===== src/rtl/uart_alu_if.sv =====
// uart_alu_if: collects A, B and opcode bytes from a UART RX FIFO, latches the ALU result and pushes it to the TX FIFO
module uart_alu_if #(
   parameter int DBIT = 8
) (
   input  logic            clk,
   input  logic            reset,
   input  logic            rx_empty,
   input  logic [DBIT-1:0] r_data,
   output logic            rd_uart,
   input  logic            tx_full,
   output logic            wr_uart,
   output logic [DBIT-1:0] w_data,
   output logic [DBIT-1:0] a,
   output logic [DBIT-1:0] b,
   output logic [DBIT-1:0] op,
   input  logic [DBIT-1:0] w,
   output logic [DBIT-1:0] led
);
   typedef enum logic [2:0] {IDLE_A, GET_B, GET_OP, EXEC, SEND} state_t;
   state_t state, state_n;
   logic rd_q;
   logic [DBIT-1:0] res;
   always_ff @(posedge clk) begin
      if (reset) begin
         state <= IDLE_A;
         rd_q  <= 1'b0;
      end else begin
         state <= state_n;
         rd_q  <= rd_uart;
      end
   end
   always_ff @(posedge clk) begin
      if (reset) begin
         a   <= '0;
         b   <= '0;
         op  <= '0;
         res <= '0;
         led <= '0;
      end else begin
         if (rd_uart && state == IDLE_A) a <= r_data;
         if (rd_uart && state == GET_B) b <= r_data;
         if (rd_uart && state == GET_OP) op <= r_data;
         if (state == EXEC) res <= w;
         if (wr_uart) led <= res;
      end
   end
   always_comb begin
      state_n = state;
      case (state)
         IDLE_A:  state_n = rd_uart ? GET_B : IDLE_A;
         GET_B:   state_n = rd_uart ? GET_OP : GET_B;
         GET_OP:  state_n = rd_uart ? EXEC : GET_OP;
         EXEC:    state_n = SEND;
         SEND:    state_n = wr_uart ? IDLE_A : SEND;
         default: state_n = IDLE_A;
      endcase
   end
   // rd_q spaces pops so the FIFO head has a full cycle to advance
   always_comb begin
      rd_uart = !reset && !rd_q && !rx_empty && (state == IDLE_A || state == GET_B || state == GET_OP);
      wr_uart = !reset && !tx_full && state == SEND;
   end
   assign w_data = res;
endmodule

===== config.mk =====
export PLATFORM = sky130hd
export DESIGN_NAME = uart_alu_if
export DESIGN_NICKNAME = d
export VERILOG_FILES = /design/src/rtl/uart_alu_if.sv
export SDC_FILE = /design/constraint.sdc
export NUM_CORES = 1
export LEC_CHECK = 0
export CAP_MARGIN = 10
export CORE_AREA = 2 2 66 68
export DETAILED_ROUTE_END_ITERATION = 7
export DIE_AREA = 0 0 68 70
export PLACE_DENSITY = 0.77
export SYNTH_ARGS = -nofsm -noshare
export SYNTH_HDL_FRONTEND = slang
export SYNTH_SLANG_ARGS = --single-unit

===== constraint.sdc =====
create_clock -name clk -period 2 [get_ports clk]
set_clock_uncertainty 0.15 [all_clocks]
set_input_delay 0.2 -clock clk [delete_from_list [all_inputs] [get_ports clk]]
set_output_delay 0.2 -clock clk [all_outputs]
set_load 0.1 [all_outputs]

==> results_dict.tcl <==
set metrics [dict create \
    ys_seq_elements 44 \
    dp_hpwl_microns 2929 \
    cap_viol_max_count 0 \
    grt_usage_pct 17.97 \
    drive_gt1_share_pct 29.84 \
    grt_pass1_vias 1375 \
    arrival_ns 1.63 \
    power_mw 1.756 \
    port_buffers 61 \
    wl_per_cell_microns 13.55 \
    clock-sinks 44 \
    powerDensity_nw_per_um2 723.8 \
    synthFlopType "dfxtp_1" \
    synthesis.area_sq_um 1722 \
    path_max_fanout 2 \
    drt_iter0_markers 167 \
    ant_nets 0 \
    report.final.slew_viol_count 0 \
    async_flop_share_pct 0 \
    grt_pass1_wl_microns 6479 \
    holdWs_ns 0.3327 \
    viasPerCell 5.127 \
    syn_inst 185 \
    min_path_cells 2 \
    synthSimpleGateAreaFrac_pct 17.73 \
    clk_path_buf_depth 2 \
    clkLatencyLatePin_ns 0.29 \
    vias 1538 \
    max_stage_delay_ns 0.54 \
    ys_types 25 \
    num_io_pins 62 \
    syn_to_final_growth_pct 40.92 \
    synthAdderAreaFrac_pct 0 \
    insertedDiodeCount 0 \
    root_buffer "clkbuf_8" \
    synth_xor_area_share_pct 0 \
    grt_max_degree 27 \
    min_from "b[3]" \
    nets 267 \
    worstHoldPathType "reg -> reg" \
    endpoint_kind "output pin" \
    final_common_cell "buf_4" \
    slew_headroom_pct 62.72 \
    crit_path_cell_trace "clkdlybuf4s50_1 -> or4_4 -> buf_4 -> a21oi_4 -> buf_12" \
    ys_seq_area_share_pct 51.16 \
    synth_top_family_by_area "simple AND/OR/NAND/NOR gates" \
    antenna_found_initial 0 \
    dr.pass1.iters 4 \
    overflow 0 \
    setup_viol 0 \
    worst_ir_drop_vdd_mv 0.3989 \
    final_cell_mix "49 x buf_4, 43 x dfxtp_1, 27 x a21oi_1, 25 x nand3_1, 19 x clkdlybuf4s50_1" \
    start_util_pct 41.55 \
    synth_warnings 0 \
    htreeDepth 2 \
    drc_errors 0 \
    place.gp.congestion 0.7430 \
    crit_required_ns 1.65 \
    cts_tree "yes" \
    r2r_setup_slack_ns 0.39 \
    regToRegStartpoint "rd_q" \
    hold_path_end "b[3]" \
    syn-num-nets 205 \
    synth_compound_area_share_pct 15.84 \
    die_w_microns 68 \
    clock.fmax_mhz 505.4 \
    num_rows 24 \
    cp-start-kind "primary input" \
    die_area_sq_um 4760 \
    critPathKind "in -> out" \
    p_leak_nw 1.026 \
    tightest_slew_ns 0.5581 \
    core_area_sq_um 4144 \
    reg2regPathDepth 4 \
    cts.clk_slew.worst_paths_ns 0.08 \
    die_h_microns 70 \
    finalHoldViolCount 0 \
    cts_buffers 5 \
    period_share_pct 98.94 \
    min_period_ns 1.979 \
    cp_slowest_cell "or4_4" \
    wl_microns 4064 \
    r2r-end "op[1]" \
    synth_edf_count 0 \
    status "finished, final reports clean" \
    avgSynthCellArea_sq_um 9.306 \
    synthMuxAreaShare_pct 9.884 \
]
[logic make-up (layout without fill, tap and decap cells)]
| kind of cell | count (synthesis) | after routing |
|---|---|---|
| AOI/OAI and AO/OA | 54 | 54 |
| and+or+nand+nor | 54 | 54 |
| DFF | 44 | 44 |
| buffers and inverters | 17 | 80 |
| muxes | 16 | 16 |
[synthesized netlist by cell type, types with 2 or more instances]
| master | number | share of area (%) |
|---|---|---|
| a21oi_1 | 28 | 8.1 |
| buf_1 | 2 | 0.44 |
| buf_2 | 5 | 1.5 |
| buf_6 | 3 | 2.0 |
| clkbuf_1 | 6 | 1.3 |
| dfxtp_1 | 44 | 51 |
| mux2_2 | 8 | 5.2 |
| mux2i_1 | 8 | 4.7 |
| nand2b_1 | 2 | 0.73 |
| nand3_1 | 25 | 7.3 |
| nor2_1 | 9 | 2.0 |
| nor2b_1 | 9 | 3.3 |
| o21ai_0 | 7 | 2.0 |
| o21ai_1 | 18 | 5.2 |
[critical path: cells and delay by family]
kind	cells	cell delay (ns)
AND/OR/NAND/NOR	1	0.54
AO/OA/AOI/OAI	1	0.12
buffers and inverters	3	0.76
[layout make-up]
class / instances / area, sq um
Multi-Input combinational cell: 124 / 763.2
Tap cell: 52 / 65.06
Fill cell: 393 / 1718
Inverter: 1 / 3.754
Clock inverter: 1 / 7.507
Sequential cell: 44 / 882.1
Timing Repair Buffer: 71 / 618.1
Clock buffer: 7 / 86.33
[sequential cells by signal, indices dropped and copies added, names as in the netlist]
signal / count
op: 8
a: 8
state: 3
rd_q: 1
b: 8
w_data: 8
led: 8
[power by group]
part           switching (mW)  internal, mW  leakage, nW  total, mW
logic                   0.181        0.0920        0.626      0.273
clock network           0.296         0.281       0.0445      0.577
registers              0.0153         0.891        0.356      0.906
[per-layer routing]
layer	share of wire, %	GRT usage (%)
met5	0	0
met4	1.4	6.000
met3	7.7	6.280
met2	44	25.78
met1	47	24.95
[timing repair]
action	in CTS	in global routing
setup buffers	0	0
hold buffers	0	0
setup endpoints to repair	0	1
gates resized for setup	0	1
[through the flow]
stage | TNS, ns | util [%] | setup slack (ns) | area [sq um] | cells
3_5_place_dp | 0 | 56.19 | 0.01207 | 2328 | 292
2_1_floorplan | -0.002891 | - | -0.002891 | 1740 | 185
5_1_grt | -0.007455 | 58.54 | -0.007455 | 2426 | 300
3_3_place_gp | 0 | 56.19 | 0.02600 | 2328 | 292
4_1_cts | 0 | 58.45 | 0.01180 | 2422 | 300
6_report | 0 | 58.54 | 0.02119 | 2426 | 300
[worst max path at each step]
stage | from | end | depth (start not counted)
2_1_floorplan | state[1] | wr_uart | 4
3_3_place_gp | rx_empty | rd_uart | 5
3_5_place_dp | rx_empty | rd_uart | 5
4_1_cts | rx_empty | rd_uart | 5
5_1_grt | rx_empty | rd_uart | 5
6_report | rx_empty | rd_uart | 5
(Power assumes the default switching activity.)
